--- config.mk ---
export PLATFORM = sky130hd
export DESIGN_NAME = mux_41_rr_arbiter
export DESIGN_NICKNAME = d
export VERILOG_FILES = /design/src/rtl/mux_41_rr_arbiter.sv
export SDC_FILE = /design/constraint.sdc
export NUM_CORES = 1
export LEC_CHECK = 0
export ABC_AREA = 1
export BUFFER_PORTS_ARGS = -buffer_cell sky130_fd_sc_hd__buf_2
export CAP_MARGIN = 25
export CORE_AREA = 2 2 39 41
export CTS_BUF_LIST = sky130_fd_sc_hd__clkbuf_4 sky130_fd_sc_hd__clkbuf_8
export CTS_CLUSTER_SIZE = 40
export DETAILED_ROUTE_END_ITERATION = 7
export DIE_AREA = 0 0 41 43
export PLACE_DENSITY = 0.73
export SLEW_MARGIN = 20
export SYNTH_ARGS = -nofsm -noshare
export SYNTH_HDL_FRONTEND = slang
export SYNTH_SLANG_ARGS = --single-unit
--- constraint.sdc ---
create_clock -name Clk_in -period 3.51 [get_ports Clk_in]
set_input_delay 0.351 -clock Clk_in [delete_from_list [all_inputs] [get_ports Clk_in]]
set_output_delay 0.351 -clock Clk_in [all_outputs]
set_load 0.01 [all_outputs]
--- src/rtl/mux_41_rr_arbiter.sv ---
// Round-robin arbiter for a shared 4:1 mux with a dead cycle between grants.
// Optional grant timeout/preemption is enabled by defining MUX_ARB_TIMEOUT_EN.
module mux_41_rr_arbiter #(
  parameter int unsigned MAX_HOLD = 8,
  parameter int unsigned HOLD_W   = 4
) (
  input  logic       Clk_in,
  input  logic       Reset_n_in,
  input  logic [3:0] Req_in,
  output logic [3:0] Grant_out,
  output logic       S0_out,
  output logic       S1_out,
  output logic       Valid_out,
  output logic       Preempt_out
);

  typedef enum logic [1:0] {
    IDLE,
    GRANT,
    HANDOFF
  } state_e;

  localparam logic [HOLD_W-1:0] CNT_MAX = HOLD_W'(MAX_HOLD - 1);

  state_e            state_q, state_d;
  logic [1:0]        ptr_q, ptr_d;
  logic [HOLD_W-1:0] cnt_q, cnt_d;
  logic [3:0]        grant_q, grant_d;
  logic [1:0]        sel_q, sel_d;
  logic              valid_q, valid_d;

  logic [2:0]        pick;
  logic              others;

  // {found, index}: first requester after 'last', wrapping, 'last' itself ranked last
  function automatic logic [2:0] rr_pick(
    input logic [1:0] last,
    input logic [3:0] req
  );
    logic [1:0] idx;
    rr_pick = 3'b000;
    for (int k = 4; k >= 1; k--) begin
      idx = last + 2'(k);
      if (req[idx]) rr_pick = {1'b1, idx};
    end
  endfunction

  assign pick   = rr_pick(ptr_q, Req_in);
  assign others = |(Req_in & ~(4'b0001 << ptr_q));

`ifdef MUX_ARB_TIMEOUT_EN
  logic preempt_q, preempt_d;
`endif

  always_comb begin
    state_d = state_q;
    ptr_d   = ptr_q;
    cnt_d   = cnt_q;
    grant_d = grant_q;
    sel_d   = sel_q;
    valid_d = valid_q;
`ifdef MUX_ARB_TIMEOUT_EN
    preempt_d = 1'b0;
`endif
    unique case (state_q)
      IDLE, HANDOFF: begin
        if (pick[2]) begin
          state_d = GRANT;
          grant_d = 4'b0001 << pick[1:0];
          sel_d   = pick[1:0];
          valid_d = 1'b1;
          ptr_d   = pick[1:0];
          cnt_d   = '0;
        end else begin
          state_d = IDLE;
          grant_d = 4'b0000;
          valid_d = 1'b0;
        end
      end
      GRANT: begin
        cnt_d = (cnt_q == CNT_MAX) ? cnt_q : cnt_q + 1'b1;
        if (!Req_in[ptr_q]) begin
          state_d = HANDOFF;
          grant_d = 4'b0000;
          valid_d = 1'b0;
        end
`ifdef MUX_ARB_TIMEOUT_EN
        else if (cnt_q == CNT_MAX && others) begin
          state_d   = HANDOFF;
          grant_d   = 4'b0000;
          valid_d   = 1'b0;
          preempt_d = 1'b1;
        end
`endif
      end
      default: begin
        state_d = IDLE;
        grant_d = 4'b0000;
        valid_d = 1'b0;
      end
    endcase
  end

  always_ff @(posedge Clk_in or negedge Reset_n_in) begin
    if (!Reset_n_in) begin
      state_q <= IDLE;
      ptr_q   <= 2'd3;
      cnt_q   <= '0;
      grant_q <= 4'b0000;
      sel_q   <= 2'b00;
      valid_q <= 1'b0;
    end else begin
      state_q <= state_d;
      ptr_q   <= ptr_d;
      cnt_q   <= cnt_d;
      grant_q <= grant_d;
      sel_q   <= sel_d;
      valid_q <= valid_d;
    end
  end

`ifdef MUX_ARB_TIMEOUT_EN
  always_ff @(posedge Clk_in or negedge Reset_n_in) begin
    if (!Reset_n_in) preempt_q <= 1'b0;
    else             preempt_q <= preempt_d;
  end
  assign Preempt_out = preempt_q;
`else
  assign Preempt_out = 1'b0;
`endif

  assign Grant_out = grant_q;
  assign S1_out    = sel_q[1];
  assign S0_out    = sel_q[0];
  assign Valid_out = valid_q;

endmodule
# Word level (Yosys, flattened, before mapping)
# Cells that the tools add are included.
dict set report op_classes {
  n_addsub 3
  order_cmp 4
  n_eq_ne 3
  shifts 1
  mux 21
  reduce_logical 3
}
# cell n
set op_table {}
lappend op_table {{$lt 2x3->1 const B} 4}
lappend op_table {{$mux 3} 4}
lappend op_table {{$bmux 1 s2} 4}
lappend op_table {{$mux 4} 2}
lappend op_table {{$pmux 4 s2} 1}
lappend op_table {{$mux 1} 7}
lappend op_table {{$add 2x2->2 const B} 2}
lappend op_table {{$pmux 2 s2} 1}
lappend op_table {{$shl 1x2->4 const A} 1}
lappend op_table {{$add 2x1->2 const B} 1}
lappend op_table {{$eq 2x1->1 const B} 1}
lappend op_table {{$eq 2x2->1 const B} 1}
lappend op_table {{$logic_not 2->1} 1}
lappend op_table {{$mux 2} 1}
lappend op_table {{$ne 2x2->1 const B} 1}
lappend op_table {{$pmux 1 s2} 1}
lappend op_table {{$reduce_and 2->1} 1}
lappend op_table {{$reduce_or 2->1} 1}
dict set report totals {
  regBits 11
  out_inout_bits 8
  word_cells 40
}

# Logic depth before layout (Yosys ltp)
# Gate-level depths: netlist of run 1.
dict set report logic_depth {
  ltp_word 9
  depth_mapped 13
  mapped_depth_nobuf 12
}

# Worst setup path before layout of run 1
# OpenSTA, ideal clock, no wires.
dict set report synth_timing {
  path_kind {register -> register}
  start {register ptr_q[0]}
  end {register grant_q[1], in the netlist Grant_out[1]}
  setup_time_ps 117
  t_arrival_ps 1286
  slack_ps 2106
  path_stages_with_launch 13
  path_cell_list {dfstp_2 > buf_6 > inv_6 > nand2_1 > nand2_2 > nand2_2 > nand2_1 > inv_1 > nand2_1 > nand2_2 > nand2_2 > nand3_1 > nand2_1}
}
dict set report synth_between {
  elab_chain_len 9
}
# item line
set synth_rtl {}
lappend synth_rtl {{start, declared} 26} ;# logic [1:0] ptr_q, ptr_d;
lappend synth_rtl {{start signal, assigned} 114} ;# ptr_q <= ptr_d;
lappend synth_rtl {{$add 2x2->2 / $bmux 1 s2 (equally long branches)} {43, 44, 82}}
lappend synth_rtl {{$bmux 1 s2 / $mux 1 (equally long branches)} {44, 82}}
lappend synth_rtl {{$mux 1 (not written as such) / $mux 3 (equally long branches)} 44} ;# if (req[idx]) rr_pick = {1'b1, idx};
lappend synth_rtl {{$mux 3 (3 in a row)} 44}
lappend synth_rtl {{$shl 1x2->4} 69} ;# grant_d = 4'b0001 << pick[1:0];
lappend synth_rtl {{$mux 4} 67} ;# if (pick[2]) begin
lappend synth_rtl {{$pmux 4 s2} 65} ;# unique case (state_q)
lappend synth_rtl {{end signal, assigned} 116} ;# grant_q <= grant_d;
lappend synth_rtl {{end, declared} 28} ;# logic [3:0] grant_q, grant_d;
# Parallel ways exist; a longest one is shown, timed or not. The select of a mux whose other input is x is not followed.
# A chain may end at the register's enable or synchronous reset.

# Worst setup path after layout of run 1
# Same ends and word-level chain as after synthesis.

==> impl_metrics.json, run 1 <==
{
  "status": "finished, final reports clean",
  "viasPerCell": 4.76,
  "reg2reg_depth": 11,
  "grt_overflow": 0,
  "p_seq_frac": 0.279,
  "cp_max_fo": 8,
  "io_buffer_count": 12,
  "yosysSeqAreaShare": 0.385,
  "netlist_instances": 97,
  "cts_tree": "yes",
  "vias": 609,
  "peakVddDrop_uv": 425,
  "startpoint": "ptr_q[0]",
  "worstSetupEndpoint": "Grant_out[1]",
  "clk_pin_slew_worst_paths_ns": 0.06,
  "start_util": 0.474,
  "final-setup-viol-count": 0,
  "core_area_um2": 1380,
  "hold_buffers": 1,
  "worstSetupPathType": "flop to flop",
  "nets": 119,
  "io_pins": 14,
  "slew_viol_final": 0,
  "rsz0062_at_grt": "no",
  "max_cap_viol_count": 0,
  "combPwrFrac": 0.590,
  "switching_share": 0.494,
  "worst_r2r_endpoint": "Grant_out[1]",
  "min_path_type": "flop to flop",
  "ys_seq_elements": 10,
  "insertion_delay_ns": 0.26,
  "drive_above_1_share": 0.286,
  "fmax_ghz": 0.650,
  "final.setup_skew_ns": 0.000718,
  "dp_hpwl_um": 996,
  "die_h_um": 43,
  "setup_tns_ns": 0,
  "routed_wl_um": 1320,
  "fin_crit_sh": 0.438,
  "drt-wirelength-per-cell_um": 10.3,
  "htree_levels": 1,
  "clockBufferDepth": 2,
  "ys.warnings.count": 0,
  "rows": 14,
  "antenna_left": 0,
  "drt_pre_antenna_iters": 4,
  "p_leak_nw": 0.465,
  "antenna_found_initial": 0,
  "cp-start-kind": "flop",
  "cp.required_ns": 3.66,
  "p_per_area_nw_per_um2": 1020,
  "synth.cell_area_um2": 656,
  "grt_pass1_vias": 571,
  "p_total_uw": 775,
  "finalHoldViolations": 0,
  "antenna_cells": 0,
  "worst_setup_path_end_kind": "flop",
  "switchingPower_uw": 383,
  "p_clk_frac": 0.131,
  "syn_area_per_cell_um2": 6.76,
  "regToRegSetupSlack_ns": 1.97,
  "syn_to_final_growth_pct": 16.4,
  "grt_pass1_wl_um": 2110,
  "die_x_um": 41,
  "arrival_ns": 1.69,
  "cts_buffers": 3,
  "place.gp.congestion": 0.828,
  "clock_sink_count": 10,
  "internal_power_uw": 392,
  "ys_types": 22,
  "rr_startpoint": "ptr_q[0]",
  "nFillCells": 131,
  "fin_crit_ns": 1.54,
  "drt_iter0_markers": 18,
  "route.detailed.drc": 0,
  "ctsResizeCount": 0,
  "grt_max_degree": 11,
  "postCtsSetupRepairBufs": 0,
  "cts-root-buf": "clkbuf_4",
  "track_usage": 0.180,
  "design.die.area_um2": 1760,
  "synth_nets": 103
}
metrics by stage:
stage               utilization  hold WS [ns]  std cells  worst slack (ns)  area, µm²
global route              0.552         0.476        128              1.83        763
finish                    0.552         0.468        128              1.97        763
CTS                       0.552         0.469        128              1.96        763
floorplan                     -        0.0554         97              2.11        656
detailed placement        0.518         0.224        123              1.98        717
global placement          0.518         0.216        123              1.96        717
flip-flops by register name (all words and copies together), names as in the netlist:
name and count:
Grant_out 4, ptr_q 2, sel_q 2, Valid_out 1, state_q 1
cell usage in the layout (no fill, tap or decap), drive strengths merged:
master / count
dlygate4sd3: 1
dfrtp: 8
nand3: 8
o21ai: 4
buf: 12
dfstp: 2
clkbuf: 4
o21bai: 1
conb: 1
nor2: 3
inv: 15
a21oi: 1
nand4: 1
nor3: 2
nand2: 48
clkinv: 1
worst min-delay path by stage:
stage / endpoint / depth (start not counted) / slack (ns) / from
5_1_grt: state_q[1] / 1 / 0.48 / state_q[1]
3_3_place_gp: Grant_out[0] / 1 / 0.22 / Reset_n_in
2_1_floorplan: Grant_out[0] / 0 / 0.06 / Reset_n_in
6_report: state_q[1] / 1 / 0.47 / state_q[1]
4_1_cts: Grant_out[0] / 2 / 0.47 / Reset_n_in
3_5_place_dp: Grant_out[0] / 1 / 0.22 / Reset_n_in
synth_stat cells:
master / count / area share
nand3_2: 1 / 0.015
nor2_1: 2 / 0.011
buf_4: 1 / 0.011
a21oi_1: 1 / 0.0076
o21bai_2: 1 / 0.017
o21ai_0: 1 / 0.0076
nand3_1: 7 / 0.053
inv_6: 1 / 0.013
o21ai_1: 2 / 0.015
clkinv_1: 1 / 0.0057
conb_1: 1 / 0.0057
nand2_2: 8 / 0.076
nand2_1: 40 / 0.23
o21ai_2: 1 / 0.013
inv_2: 1 / 0.0057
dfstp_2: 2 / 0.080
inv_1: 13 / 0.074
nor2_2: 1 / 0.0095
nor3_1: 2 / 0.015
buf_6: 1 / 0.017
nand4_1: 1 / 0.0095
dfrtp_1: 8 / 0.31
cell families after synthesis:
logic type | synth area share
and+or+nand+nor | 0.420
buffers and inverters | 0.128
DFF | 0.385
other | 0.00572
AOI/OAI and AO/OA | 0.0611
routing by layer:
layer / GRT usage / part of all wire / up-vias
met3: 0.0157 / 0.044 / 2
met1: 0.203 / 0.42 / 268
met5: 0 / 0 / -
met4: 0.120 / 0.0076 / 0
met2: 0.300 / 0.52 / 15
li1: - / - / 324
layout make-up:
| class | instances | area [µm²] | share of cell area |
|---|---|---|---|
| clock buffer | 4 | 36.3 | 0.0475 |
| inverter | 16 | 65.1 | 0.0852 |
| multi-input combinational | 69 | 319 | 0.418 |
| sequential | 10 | 253 | 0.331 |
| tap | 16 | 20.0 | 0.0262 |
| timing repair buffer | 13 | 70.1 | 0.0918 |
critical path, cell delays in order (launching register included):
cell and delay, ns:
dfstp_2 0.63, inv_6 0.07, nand2_1 0.07, nand2_2 0.07, nand2_1 0.09, nand2_1 0.06, nand2_2 0.08, nand2_1 0.06
nand2_2 0.08, nand2_2 0.07, nand3_1 0.08, nand2_1 0.05
power by group through the flow:
| stage | clock network (mW) | logic [mW] | registers [mW] |
|---|---|---|---|
| 2_1_floorplan | 0 | 0.365 | 0.215 |
| 3_3_place_gp | 0 | 0.451 | 0.216 |
| 3_5_place_dp | 0 | 0.451 | 0.220 |
| 4_1_cts | 0.107 | 0.458 | 0.217 |
| 5_1_grt | 0.109 | 0.523 | 0.222 |
| 6_report | 0.101 | 0.457 | 0.217 |
No activity file was read; power rests on OpenSTA's default activity.
==> run 2, diff against run 1 <==
--- a/config.mk
+++ b/config.mk
@@ -8,12 +8,12 @@
 export ABC_AREA = 1
 export BUFFER_PORTS_ARGS = -buffer_cell sky130_fd_sc_hd__buf_2
 export CAP_MARGIN = 25
-export CORE_AREA = 2 2 39 41
+export CORE_MARGIN = 2
+export CORE_UTILIZATION = 49
 export CTS_BUF_LIST = sky130_fd_sc_hd__clkbuf_4 sky130_fd_sc_hd__clkbuf_8
 export CTS_CLUSTER_SIZE = 40
 export DETAILED_ROUTE_END_ITERATION = 7
-export DIE_AREA = 0 0 41 43
-export PLACE_DENSITY = 0.73
+export PLACE_DENSITY = 0.76
 export SLEW_MARGIN = 20
 export SYNTH_ARGS = -nofsm -noshare
 export SYNTH_HDL_FRONTEND = slang
==> constraint.sdc (replaced) <==
create_clock -name Clk_in -period 1.31 [get_ports Clk_in]
set_input_delay 0.131 -clock Clk_in [delete_from_list [all_inputs] [get_ports Clk_in]]
set_output_delay 0.131 -clock Clk_in [all_outputs]
set_load 0.01 [all_outputs]
==> run 2 against run 1 <==
Net effect:
- the run now ends with setup timing left
- die area fell by 6.6%
- global-route usage up 1.8 points
- combinational power rose to 3.6 times the previous value
- cell count is 5.5% higher
- count of clock-buffer cells in the layout unchanged
==> impl_metrics.json, run 2 (synthesized netlist as in run 1, its figures left out) <==
{
  "fin_crit_sh": 1.19,
  "layout_setup_ws_ns": -0.248,
  "clock_sink_count": 10,
  "cp.required_ns": 1.51,
  "io_buffer_count": 12,
  "antenna_cells": 0,
  "rows": 13,
  "cp-start-kind": "flop",
  "clk_pin_slew_worst_paths_ns": 0.07,
  "layout_common_cells": "28 x nand2_1, 15 x nand2_2, 12 x buf_2",
  "die_h_um": 40.6,
  "cts_tree": "yes",
  "cts_buffers": 3,
  "routed_wl_um": 1490,
  "io_pins": 14,
  "peakVddDrop_uv": 1560,
  "drt_iter0_markers": 6,
  "combPwrFrac": 0.660,
  "rsz0062_at_grt": "yes",
  "place.gp.congestion": 0.767,
  "max_cap_viol_count": 0,
  "hold_ws_ns": 0.241,
  "p_per_area_nw_per_um2": 2770,
  "drive_above_1_share": 0.500,
  "grt_pass1_wl_um": 2060,
  "p_clk_frac": 0.112,
  "status": "finished with violations",
  "grt_pass1_vias": 514,
  "track_usage": 0.198,
  "die_x_um": 40.6,
  "start_util": 0.517,
  "dp_hpwl_um": 1040,
  "cp_max_fo": 4,
  "worstSetupPathType": "flop to flop",
  "switchingPower_mw": 1.22,
  "design.die.area_um2": 1650,
  "finalHoldViolations": 0,
  "fmax_ghz": 0.642,
  "final_common_cell": "nand2_1",
  "final.setup_skew_ns": 0.00129,
  "switching_share": 0.485,
  "fin_crit_ns": 1.56,
  "clockBufferDepth": 2,
  "syn_to_final_growth_pct": 38.2,
  "internal_power_mw": 1.29,
  "core_area_um2": 1270,
  "violations": "setup timing",
  "p_leak_nw": 0.529,
  "vias": 657,
  "min_path_type": "input pin to async pin",
  "nets": 127,
  "final-setup-viol-count": 10,
  "arrival_ns": 1.76,
  "slew_viol_final": 0,
  "drt_pre_antenna_iters": 4,
  "antenna_left": 0,
  "cts-root-buf": "clkbuf_4",
  "drt-wirelength-per-cell_um": 11.0,
  "route.detailed.drc": 0,
  "final_util": 0.714,
  "viasPerCell": 4.87,
  "grt_overflow": 0,
  "antenna_found_initial": 0,
  "nFillCells": 107,
  "htree_levels": 1,
  "p_seq_frac": 0.228,
  "grt_max_degree": 11,
  "insertion_delay_ns": 0.27,
  "worst_setup_path_end_kind": "flop",
  "largest_register_ffs": 4
}
## run 2: routing by layer
metal  global-route usage  up-vias  part of all wire
met5                    0        -                 0
met4                0.125        0             0.025
met3               0.0333        5             0.032
met2                0.329       14              0.48
met1                0.233      297              0.46
li1                     -      341                 -
## run 2: worst max-delay path: stages, from the launching register on
cell and delay (ns):
dfstp_2 0.59, buf_6 0.12, nand2_1 0.06, o21ai_2 0.10
nand2_1 0.10, nand2_1 0.08, nand2_2 0.07, nand2_2 0.07
nand2_2 0.06, nand2_2 0.07, nand2_1 0.08, o21ai_1 0.10
## run 2: metrics by stage
stage | setup WS [ns] | total power [mW] | cells | TNS, ns | instance area, µm²
floorplan | -0.0876 | 1.58 | 97 | -0.521 | 664
global placement | -0.206 | 1.93 | 128 | -1.64 | 769
detailed placement | -0.212 | 1.95 | 128 | -1.78 | 769
CTS | -0.210 | 2.33 | 133 | -1.76 | 842
global route | -0.337 | 2.74 | 135 | -2.79 | 906
finish | -0.248 | 2.51 | 135 | -1.97 | 906
## run 2: timing repair
item	CTS	global route
resized for setup	9	15
setup buffers	0	2
endpoints found under the setup margin	10	10
endpoints found under the hold margin	10	0
pin swaps	4	2
hold buffers	1	0
## run 2: final cells by class
type                       instances  area [µm²]  area share
inverter                          16        66.3      0.0732
multi-input combinational         69         398       0.439
timing repair buffer              21         134       0.148
clock buffer                       4        36.3      0.0401
sequential                        10         253       0.279
tap                               15        18.8      0.0207
## run 2: worst paths after layout
kind	startpoint	endpoint	slack, ns	depth (start not counted)
min in group Clk_in	Req_in[2]	ptr_q[1]	0.38	6
max reg2reg	ptr_q[0]	ptr_q[0]	-0.25	11
max	ptr_q[0]	ptr_q[0]	-0.25	11
min reg2reg	state_q[1]	state_q[1]	0.43	1
min	Reset_n_in	Grant_out[0]	0.24	2
max in group asynchronous	Reset_n_in	ptr_q[0]	0.82	2
## run 2: power groups by stage
stage	Clock (mW)	Sequential [mW]	Combinational, mW
finish	0.282	0.572	1.65
global route	0.297	0.588	1.85
floorplan	0	0.578	1.00
CTS	0.281	0.582	1.47
global placement	0	0.580	1.35
detailed placement	0	0.586	1.37
